File: src/rtl/ddr_lane_dly_trainer.sv
// rtl/ddr_lane_dly_trainer.sv - sequential per-lane DQ/DQS delay-line eye-centring trainer
module ddr_lane_dly_trainer #(
    parameter int LANES         = 2,
    parameter int TAP_W         = 8,
    parameter int SETTLE_CYCLES = 4,
    parameter int MAX_AMBIG     = 3
) (
    input  logic                   fab_clk_i,
    input  logic                   arst_n_i,
    input  logic                   start_i,
    input  logic [LANES-1:0]       eye_monitor_early_i,
    input  logic [LANES-1:0]       eye_monitor_late_i,
    input  logic [LANES-1:0]       delay_line_out_of_range_i,
    output logic [LANES-1:0]       delay_line_load_o,
    output logic [LANES-1:0]       delay_line_move_o,
    output logic [LANES-1:0]       delay_line_direction_o,
    output logic [LANES-1:0]       eye_monitor_clear_flags_o,
    output logic                   busy_o,
    output logic                   done_o,
    output logic [LANES-1:0]       lane_locked_o,
    output logic [LANES-1:0]       lane_err_o,
    output logic [LANES*TAP_W-1:0] tap_count_o
);

    localparam int              LW          = (LANES > 1) ? $clog2(LANES) : 1;
    localparam logic [TAP_W-1:0] MAX_TAP    = '1;
    localparam logic [LW-1:0]   LAST_LANE   = LW'(LANES - 1);
    localparam logic [7:0]      SETTLE_LAST = 8'(SETTLE_CYCLES - 1);
    localparam logic [7:0]      AMBIG_LIMIT = 8'(MAX_AMBIG);

    typedef enum logic [2:0] {
        S_IDLE, S_LOAD, S_CLEAR, S_SETTLE, S_SAMPLE, S_MOVE, S_NEXT
    } state_t;

    state_t                 state_q, state_d;
    logic [LW-1:0]          lane_q, lane_d;
    logic [7:0]             settle_q, settle_d;
    logic [7:0]             ambig_q, ambig_d;
    logic [LANES-1:0]       dir_q, dir_d;
    logic [LANES-1:0]       locked_q, locked_d;
    logic [LANES-1:0]       err_q, err_d;
    logic [LANES*TAP_W-1:0] tap_q, tap_d;

    int                     base;
    logic [TAP_W-1:0]       tap_cur;
    logic [LANES-1:0]       lane_sel;
    logic                   early, late, oor;

    // Current-lane views: tap slice, one-hot select and the three sampled flags
    assign base     = int'(lane_q) * TAP_W;
    assign tap_cur  = tap_q[base +: TAP_W];
    assign lane_sel = LANES'(1) << lane_q;
    assign early    = eye_monitor_early_i[lane_q];
    assign late     = eye_monitor_late_i[lane_q];
    assign oor      = delay_line_out_of_range_i[lane_q];

    assign busy_o                 = (state_q != S_IDLE);
    assign delay_line_direction_o = dir_q;
    assign lane_locked_o          = locked_q;
    assign lane_err_o             = err_q;
    assign tap_count_o            = tap_q;

    // State and datapath registers; reset discards any partial training result
    always_ff @(posedge fab_clk_i or negedge arst_n_i) begin
        if (!arst_n_i) begin
            state_q  <= S_IDLE;
            lane_q   <= '0;
            settle_q <= '0;
            ambig_q  <= '0;
            dir_q    <= '0;
            locked_q <= '0;
            err_q    <= '0;
            tap_q    <= '0;
        end else begin
            state_q  <= state_d;
            lane_q   <= lane_d;
            settle_q <= settle_d;
            ambig_q  <= ambig_d;
            dir_q    <= dir_d;
            locked_q <= locked_d;
            err_q    <= err_d;
            tap_q    <= tap_d;
        end
    end

    // Next-state, per-lane result updates and state-decoded pulse outputs
    always_comb begin
        state_d  = state_q;
        lane_d   = lane_q;
        settle_d = settle_q;
        ambig_d  = ambig_q;
        dir_d    = dir_q;
        locked_d = locked_q;
        err_d    = err_q;
        tap_d    = tap_q;
        delay_line_load_o         = '0;
        delay_line_move_o         = '0;
        eye_monitor_clear_flags_o = '0;
        done_o                    = 1'b0;
        case (state_q)
            S_IDLE: begin
                if (start_i) begin
                    locked_d = '0;
                    err_d    = '0;
                    tap_d    = '0;
                    lane_d   = '0;
                    state_d  = S_LOAD;
                end
            end
            S_LOAD: begin
                delay_line_load_o        = lane_sel;
                tap_d[base +: TAP_W]     = '0;
                ambig_d                  = '0;
                state_d                  = S_CLEAR;
            end
            S_CLEAR: begin
                eye_monitor_clear_flags_o = lane_sel;
                settle_d                  = '0;
                state_d                   = S_SETTLE;
            end
            S_SETTLE: begin
                if (settle_q == SETTLE_LAST) begin
                    state_d = S_SAMPLE;
                end else begin
                    settle_d = settle_q + 8'd1;
                end
            end
            S_SAMPLE: begin
                if (oor) begin
                    err_d[lane_q] = 1'b1;
                    state_d       = S_NEXT;
                end else if (!early && !late) begin
                    locked_d[lane_q] = 1'b1;
                    state_d          = S_NEXT;
                end else if (early && late) begin
                    // Ambiguous eye: retry without moving until the tolerance runs out
                    if ((ambig_q + 8'd1) >= AMBIG_LIMIT) begin
                        err_d[lane_q] = 1'b1;
                        state_d       = S_NEXT;
                    end else begin
                        ambig_d = ambig_q + 8'd1;
                        state_d = S_CLEAR;
                    end
                end else if (late) begin
                    ambig_d = '0;
                    if (tap_cur == MAX_TAP) begin
                        err_d[lane_q] = 1'b1;
                        state_d       = S_NEXT;
                    end else begin
                        dir_d[lane_q] = 1'b1;
                        state_d       = S_MOVE;
                    end
                end else begin
                    ambig_d = '0;
                    if (tap_cur == '0) begin
                        err_d[lane_q] = 1'b1;
                        state_d       = S_NEXT;
                    end else begin
                        dir_d[lane_q] = 1'b0;
                        state_d       = S_MOVE;
                    end
                end
            end
            S_MOVE: begin
                delay_line_move_o = lane_sel;
                // Saturating step keeps the tap count from ever wrapping
                if (dir_q[lane_q] && (tap_cur != MAX_TAP)) begin
                    tap_d[base +: TAP_W] = tap_cur + TAP_W'(1);
                end else if (!dir_q[lane_q] && (tap_cur != '0)) begin
                    tap_d[base +: TAP_W] = tap_cur - TAP_W'(1);
                end
                state_d = S_CLEAR;
            end
            S_NEXT: begin
                if (lane_q == LAST_LANE) begin
                    done_o  = 1'b1;
                    state_d = S_IDLE;
                end else begin
                    lane_d  = lane_q + LW'(1);
                    state_d = S_LOAD;
                end
            end
            default: state_d = S_IDLE;
        endcase
    end

endmodule

File: config.mk
export PLATFORM = sky130hd
export DESIGN_NAME = ddr_lane_dly_trainer
export DESIGN_NICKNAME = d
export VERILOG_FILES = /design/src/rtl/ddr_lane_dly_trainer.sv
export SDC_FILE = /design/constraint.sdc
export NUM_CORES = 1
export LEC_CHECK = 0
export BUFFER_PORTS_ARGS = -buffer_cell sky130_fd_sc_hd__buf_2
export CORE_MARGIN = 5
export CORE_UTILIZATION = 55
export CTS_CLUSTER_SIZE = 25
export DETAILED_ROUTE_END_ITERATION = 7
export PLACE_DENSITY = 0.75
export SLEW_MARGIN = 20
export SYNTH_ARGS = -nofsm -noshare
export SYNTH_HDL_FRONTEND = slang
export SYNTH_SLANG_ARGS = --single-unit
File: constraint.sdc
create_clock -name fab_clk_i -period 5.72 [get_ports fab_clk_i]
set_clock_uncertainty 0.2 [all_clocks]
set_input_delay 0.858 -clock fab_clk_i [delete_from_list [all_inputs] [get_ports fab_clk_i]]
set_output_delay 0.858 -clock fab_clk_i [all_outputs]
set_load 0.01 [all_outputs]
==> impl_metrics.csv, run 1 <==
group,metric,value,unit
run_status,outcome,"completed",
global_routing,overflow,0,
floorplanning,floorplan.initialDensity,0.566,
finish,utilization,0.637,
critical_path,arrival,2.85,ns
yosys,async_flop_share,1.00,
floorplanning,dieArea,0.00636,sq mm
finish,mostFrequentLayoutCells,"42 x dfrtp_1, 38 x buf_2, 26 x nand2_1",
placement,place_congestion,0.872,
finish,antenna_cells,0,
yosys,synthCells,271,
critical_path,crit_path_top_delay_cell,"dfrtp_1",
yosys,yosysSeqAreaShare,0.393,
timing,tns,0,ns
yosys,yosysUniqueCellTypes,63,
yosys,synth-seq-cells,42,
yosys,synth-main-ff-cell,"dfrtp_1",
floorplanning,core_area,0.00472,sq mm
timing,finalHoldViolations,0,
cts,cts_tree,"built",
timing,hold_ws,0.285,ns
global_routing,grt_pass1_wl,10300,um
finish,nets,326,
finish,drive_gt1_frac,0.220,
pwr,power.total,930,uW
timing,slew_viol_final,0,
route,drt_iter0_drc,114,
finish,fin_area,0.00301,sq mm
global_routing,grt_max_degree,43,
finish,instances_no_fill,376,
floorplanning,row_count,25,
yosys,syn_nets,289,
pwr,p_leak,1.43,nW
job,cap_violations,0,
cts,cts_root_buffer,"clkbuf_8",
timing,period_share,0.501,
timing,fin_ws,2.85,ns
critical_path,cp-start-kind,"flip-flop",
global_routing,antenna_found_initial,0,
finish,final_common_cell,"dfrtp_1",
cts,cts_buffer_depth,2,
placement,port_buffers,38,
timing,rsz0062_at_grt,"false",
floorplanning,die_y,79.7,um
route,vias,2187,
critical_path,critical_path.max_stage_delay,0.49,ns
yosys,yosys_warnings,0,
placement,dpl.cell_count,368,
placement,dp_slack,2.88,ns
timing,worst_slew_pin_slew,0.917,ns
floorplanning,die-width,79.7,um
timing,period_minus_slack,2.87,ns
route,drt-wirelength-per-cell,16.2,um
global_routing,grtUsageTotal,0.208,
critical_path,crit_buf_inv,0,
route,drt_first_pass_iters,5,
cts,cts_buffers,5,
yosys,syn_avg_cell_area,9.87,sq um
critical_path,critical_path.max_fanout,7,
cts,cts_htree_levels,2,
finish,syn_to_final_growth,12.4,%
yosys,syn_area,0.00268,sq mm
route,drc,0,
yosys,synth_edf_count,0,
route,vias_per_cell,5.82,
critical_path,worstSetupPathType,"reg2reg",
placement,dp_hpwl,4550,um
floorplanning,num_io_pins,39,
placement,place_area,0.00290,sq mm
global_routing,grt_pass1_vias,2077,
worst_hold_path,hp-class,"reg2reg",
critical_path,endpoint_kind,"flip-flop",
cts,cts_sinks,42,
critical_path,worstPathRequired,5.70,ns
route,drt_wl_total,6100,um
critical_path,critical-path-top-delay-family,"multiplexers",
timing,finalSetupViolCount,0,
timing,fmax,349,MHz
cts,ctsResizeCount,0,
pwr,power_density,309,mW/mm^2
cts,cts_hold_buf,0,
route,final_antenna_net_count,0,
cts,postCtsSetupBuffers,0,
critical_path,crit_path_cell_trace,"mux2_2 > ha_1 > nand4_1 > a22oi_4 > and2_2 > mux2i_2 > a31oi_2 > a22o_1",
cts,clk_pin_slew,0.08,ns
pwr,vdd_drop_max,0.000189,V
cts,clk_latency,0.29,ns
timing,relSlewSlack,0.389,
[kinds of logic after synthesis]
group	Yosys count	share of synthesized area
AO/OA/AOI/OAI	64	0.183
XOR/XNOR	13	0.0426
adder cells (fa/ha/maj)	9	0.0421
buffers and inverters	16	0.0309
flip-flops	42	0.393
multiplexers	21	0.0889
AND/OR/NAND/NOR	106	0.220
[synth_stat cells, types with 6 or more instances]
master    n  area [sq um]
dfrtp_1  42          1050
nand2_1  26          97.6
nor2_1   17          63.8
a22o_1   13           114
nor3_1   13          65.1
a21oi_1  12          60.1
mux2i_1  12           120
ha_1      9           113
o21ai_0   9          45.0
and2_1    8          50.1
nand3_1   8          40.0
xnor2_1   8          70.1
buf_2     6          30.0
[registers in the layout (all words and copies together) (netlist names), named ones only]
signal and flops:
ambig_q 8, lane_err_o 2, lane_q 1, lane_locked_o 2, settle_q 8, tap_count_o 16, state_q 3
[per-layer routing]
layer | vias to the layer above | GRT usage | share of wire
met5 | - | 0 | 0
met4 | 0 | 0.0743 | 0.018
met3 | 11 | 0.0327 | 0.042
met2 | 58 | 0.307 | 0.44
met1 | 1048 | 0.306 | 0.50
li1 | 1070 | - | -
[power by group]
part | switching [mW] | leakage [nW] | internal, mW
clock network | 0.0990 | 0.0524 | 0.131
registers | 0.0462 | 0.578 | 0.325
logic | 0.203 | 0.805 | 0.126
total | 0.348 | 1.43 | 0.582
[worst paths after layout]
path	end	cells past startpoint	from	slack [ns]
worst max-delay path	tap_count_o[13]	8	lane_q	2.85
worst min-delay path	lane_err_o[1]	2	lane_err_o[1]	0.29
worst max register to register	tap_count_o[13]	8	lane_q	2.85
worst min register to register	lane_err_o[1]	2	lane_err_o[1]	0.29
max in group asynchronous	lane_q	1	arst_n_i	4.25
min in group asynchronous	ambig_q[3]	1	arst_n_i	0.49
[worst register-to-register path: stages, from the launching register on]
cell,delay (ns)
dfrtp_1,0.49
mux2_2,0.41
ha_1,0.24
nand4_1,0.16
a22oi_4,0.12
and2_2,0.22
mux2i_2,0.38
a31oi_2,0.24
a22o_1,0.29
[area by class of cell]
class	count	area, sq um
timing repair buffer	39	198
tap	67	83.8
clock inverter	1	30.0
clock buffer	7	76.3
inverter	7	26.3
multi-input combinational	213	1540
fill	392	1720
sequential	42	1050
Power figures use the tool's default switching activity.
==> inputs of run 2 (changes only) <==
==> constraint.sdc (replaced) <==
create_clock -name fab_clk_i -period 2.7 [get_ports fab_clk_i]
set_clock_uncertainty 0.2 [all_clocks]
set_input_delay 0.405 -clock fab_clk_i [delete_from_list [all_inputs] [get_ports fab_clk_i]]
set_output_delay 0.405 -clock fab_clk_i [all_outputs]
set_load 0.01 [all_outputs]
==> impl_metrics.csv, run 2 (synthesis gave the netlist of run 1 again) <==
group,metric,value,unit
route,vias,2252,
finish,syn_to_final_growth,18.1,%
route,drt-wirelength-per-cell,16.1,um
placement,place_congestion,0.921,
route,drt_wl_total,6250,um
floorplanning,num_io_pins,39,
route,drt_iter0_drc,116,
route,drt_first_pass_iters,4,
placement,dpl.cell_count,378,
critical_path,crit_buf_inv,2,
cts,cts_tree,"built",
global_routing,grt_pass1_wl,10800,um
cts,clk_latency,0.30,ns
route,final_antenna_net_count,0,
floorplanning,die-width,79.7,um
global_routing,antenna_found_initial,0,
critical_path,worstSetupPathType,"reg2reg",
finish,final_common_cell,"dfrtp_1",
critical_path,crit_path_cell_trace,"mux2_4 > ha_4 > nand4_1 > a22oi_4 > and2_4 > mux2i_4 > buf_6 > a211oi_4 > buf_4 > mux2_2",
timing,worst_slew_pin_slew,0.920,ns
critical_path,worstPathRequired,2.69,ns
placement,place_area,0.00298,sq mm
finish,mostFrequentLayoutCells,"42 x dfrtp_1, 38 x buf_2, 26 x nand2_1",
pwr,power_density,660,mW/mm^2
floorplanning,dieArea,0.00636,sq mm
critical_path,cp-start-kind,"flip-flop",
critical_path,critical_path.max_fanout,6,
cts,cts_hold_buf,0,
placement,port_buffers,38,
route,drc,0,
cts,cts_htree_levels,2,
finish,antenna_cells,0,
job,cap_violations,0,
timing,hold_ws,0.0353,ns
pwr,p_leak,1.51,nW
critical_path,critical_path.max_stage_delay,0.45,ns
timing,finalHoldViolations,0,
cts,cts_sinks,42,
cts,cts_root_buffer,"clkbuf_8",
timing,fmax,384,MHz
cts,clk_pin_slew,0.08,ns
floorplanning,core_area,0.00472,sq mm
critical_path,endpoint_kind,"flip-flop",
floorplanning,row_count,25,
placement,dp_slack,-0.0399,ns
finish,nets,340,
timing,finalSetupViolCount,0,
placement,dp_hpwl,4600,um
cts,cts_buffer_depth,2,
finish,instances_no_fill,389,
route,vias_per_cell,5.79,
finish,fin_area,0.00316,sq mm
timing,period_share,0.964,
worst_hold_path,hp-class,"in2async",
critical_path,arrival,2.59,ns
timing,rsz0062_at_grt,"true",
global_routing,overflow,0,
global_routing,grt_max_degree,43,
run_status,outcome,"completed",
floorplanning,floorplan.initialDensity,0.566,
global_routing,grt_pass1_vias,2228,
finish,drive_gt1_frac,0.264,
timing,period_minus_slack,2.60,ns
timing,slew_viol_final,0,
timing,relSlewSlack,0.386,
critical_path,crit_path_top_delay_cell,"dfrtp_1",
finish,largest_register_ffs,16,
timing,fin_ws,0.0960,ns
critical_path,critical-path-top-delay-family,"multiplexers",
floorplanning,die_y,79.7,um
finish,utilization,0.669,
pwr,vdd_drop_max,0.000432,V
cts,cts_buffers,5,
global_routing,grtUsageTotal,0.216,
run 2: layer usage:
metal	GRT usage	vias up	part of all wire
li1	-	1088	-
met1	0.302	1090	0.47
met2	0.342	70	0.47
met3	0.0474	4	0.056
met4	0.0490	0	0.0067
met5	0	-	0
run 2: final timing paths:
path | from | to | slack [ns] | cells after the start
worst min register to register | lane_err_o[0] | lane_err_o[0] | 0.30 | 2
min in group fab_clk_i | eye_monitor_late_i[1] | flip-flop | 0.13 | 2
worst max register to register | lane_q | tap_count_o[0] | 0.1 | 10
max in group asynchronous | arst_n_i | tap_count_o[10] | 1.68 | 1
worst min-delay path | arst_n_i | settle_q[5] | 0.04 | 1
worst max-delay path | lane_q | tap_count_o[0] | 0.1 | 10
run 2: where the power goes:
part           total, mW  leakage [nW]  switching [mW]  internal (mW)
Combinational      0.801         0.879           0.461          0.340
Sequential         0.777         0.578          0.0876          0.689
Clock              0.509        0.0573           0.213          0.296
run 2: area by class of cell:
cell class,instances,area (sq um)
clock buffer,6,82.6
clock inverter,1,30.0
fill,397,1560
inverter,7,26.3
multi-input combinational,213,1580
sequential,42,1050
tap,67,83.8
timing repair buffer,53,310
run 2: repair_timing:
item / CTS / global route
buffers inserted: 3 / 1
resized for setup: 2 / 6
endpoints found under the setup margin: 7 / 22
pin swaps: 1 / 1
run 2: through the flow:
step | TNS [ns] | power (mW)
detailed placement | -0.0541 | 1.53
floorplan | 0 | 1.31
global route | -0.000957 | 2.23
CTS | 0 | 2.07
finish | 0 | 2.09
global placement | 0 | 1.52
==> inputs of run 3 (changes only) <==
--- a/config.mk
+++ b/config.mk
@@ -5,8 +5,8 @@
 export SDC_FILE = /design/constraint.sdc
 export NUM_CORES = 1
 export LEC_CHECK = 0
+export ABC_CLOCK_PERIOD_IN_PS = 2700
 export BUFFER_PORTS_ARGS = -buffer_cell sky130_fd_sc_hd__buf_2
-export CORE_MARGIN = 5
 export CORE_UTILIZATION = 55
 export CTS_CLUSTER_SIZE = 25
 export DETAILED_ROUTE_END_ITERATION = 7
==> impl_metrics.csv, run 3 (synthesis gave the netlist of run 1 again) <==
group,metric,value,unit
route,vias_per_cell,5.98,
pwr,p_leak,1.51,nW
timing,finalHoldViolations,0,
timing,period_minus_slack,2.61,ns
critical_path,worstSetupPathType,"reg2reg",
job,cap_violations,0,
timing,hold_ws,0.0512,ns
run_status,outcome,"completed",
finish,antenna_cells,0,
floorplanning,num_io_pins,39,
critical_path,crit_path_top_delay_cell,"dfrtp_1",
timing,rsz0062_at_grt,"false",
timing,tns,0,ns
global_routing,grtUsageTotal,0.252,
floorplanning,die-width,71.7,um
cts,clk_latency,0.29,ns
critical_path,crit_path_cell_trace,"mux2_4 > ha_2 > nand4_1 > a22oi_4 > and2_2 > mux2i_4 > a211oi_4 > buf_6 > mux2_2",
finish,nFillCells,401,
finish,syn_to_final_growth,16.5,%
timing,fmax,383,MHz
finish,drive_gt1_frac,0.269,
placement,dp_hpwl,4430,um
pwr,swShare,0.391,
route,drc,0,
global_routing,grt_max_degree,43,
floorplanning,die_y,71.7,um
route,drt_wl_total,6210,um
placement,port_buffers,38,
route,final_antenna_net_count,0,
placement,dp_slack,0.0428,ns
critical_path,crit_buf_inv,1,
pwr,clkPwrFrac,0.197,
cts,cts_htree_levels,2,
cts,cts_hold_buf,0,
route,vias,2262,
finish,largest_register_ffs,16,
timing,finalSetupViolCount,0,
critical_path,endpoint_kind,"flip-flop",
timing,fin_ws,0.0889,ns
cts,cts_buffer_depth,2,
critical_path,critical_path.max_stage_delay,0.43,ns
critical_path,critical_path.max_fanout,7,
floorplanning,dieArea,0.00515,sq mm
pwr,power_frac_comb,0.409,
route,drt-wirelength-per-cell,16.4,um
cts,cts_root_buffer,"clkbuf_8",
pwr,power_frac_seq,0.394,
pwr,vdd_drop_max,0.000376,V
timing,relSlewSlack,0.371,
critical_path,cp-start-kind,"flip-flop",
floorplanning,row_count,25,
pwr,p_switching,770,uW
route,drt_first_pass_iters,4,
finish,nets,342,
global_routing,grt_pass1_wl,9910,um
pwr,internal_power,1.20,mW
cts,cts_sinks,42,
cts,cts_tree,"built",
route,drt_iter0_drc,135,
timing,period_share,0.967,
global_routing,antenna_found_initial,0,
floorplanning,core_area,0.00469,sq mm
global_routing,grt_pass1_vias,2060,
timing,worst_slew_pin_slew,0.943,ns
timing,slew_viol_final,0,
critical_path,arrival,2.59,ns
critical_path,critical-path-top-delay-family,"multiplexers",
worst_hold_path,hp-class,"in2async",
placement,place_congestion,0.904,
critical_path,worstPathRequired,2.68,ns
pwr,power_density,632,mW/mm^2
finish,utilization,0.664,
finish,final_common_cell,"dfrtp_1",
global_routing,overflow,0,
floorplanning,floorplan.initialDensity,0.570,
cts,clk_pin_slew,0.08,ns
finish,mostFrequentLayoutCells,"42 x dfrtp_1, 38 x buf_2, 26 x nand2_1",
cts,cts_buffers,5,
## run 3: layout make-up
cell class	instances	area, sq um	area share
inverters	7	26.3	0.00843
clock buffers	5	68.8	0.0221
repair buffers	55	322	0.103
multi-input cells	213	1570	0.504
well taps	54	67.6	0.0217
clock inverters	2	10.0	0.00321
flip-flops and latches	42	1050	0.337
## run 3: path summary, 6_finish.rpt
check / startpoint / to / slack (ns) / cells past startpoint
hold reg to reg: lane_err_o[0] / lane_err_o[0] / 0.29 / 2
setup reg to reg: lane_q / tap_count_o[0] / 0.09 / 9
min in group fab_clk_i: eye_monitor_late_i[1] / flip-flop / 0.14 / 2
max in group asynchronous: arst_n_i / tap_count_o[4] / 1.66 / 1
setup / recovery: lane_q / tap_count_o[0] / 0.09 / 9
hold / removal: arst_n_i / ambig_q[6] / 0.05 / 1
## run 3: routing by layer
metal  global-route usage  wire (um)  part of all wire
met1                0.367       3100              0.50
met2                0.379       2740              0.44
met3               0.0450        227             0.037
met4               0.0893        136             0.022
met5                    0          0                 0
## run 3: stage by stage
| step | cells | power (mW) | area (sq um) |
|---|---|---|---|
| after floorplan | 271 | 1.31 | 2680 |
| after global placement | 368 | 1.52 | 2990 |
| after detailed placement | 368 | 1.54 | 2990 |
| after CTS | 375 | 1.92 | 3070 |
| after global routing | 378 | 2.09 | 3120 |
| final | 378 | 1.97 | 3120 |
## run 3: timing repair
| item | in CTS | in global routing |
|---|---|---|
| endpoints found under the hold margin | 0 | 0 |
| resized for setup | 0 | 6 |
| endpoints found under the setup margin | 0 | 13 |
| setup buffers | 0 | 4 |
## run 3: power groups by stage
stage                     Combinational (mW)  Clock [mW]  Sequential (mW)
final                                  0.804       0.389            0.775
after global placement                 0.741           0            0.782
after global routing                   0.882       0.418            0.788
after detailed placement               0.754           0            0.785
after CTS                              0.756       0.395            0.773
after floorplan                        0.558           0            0.756
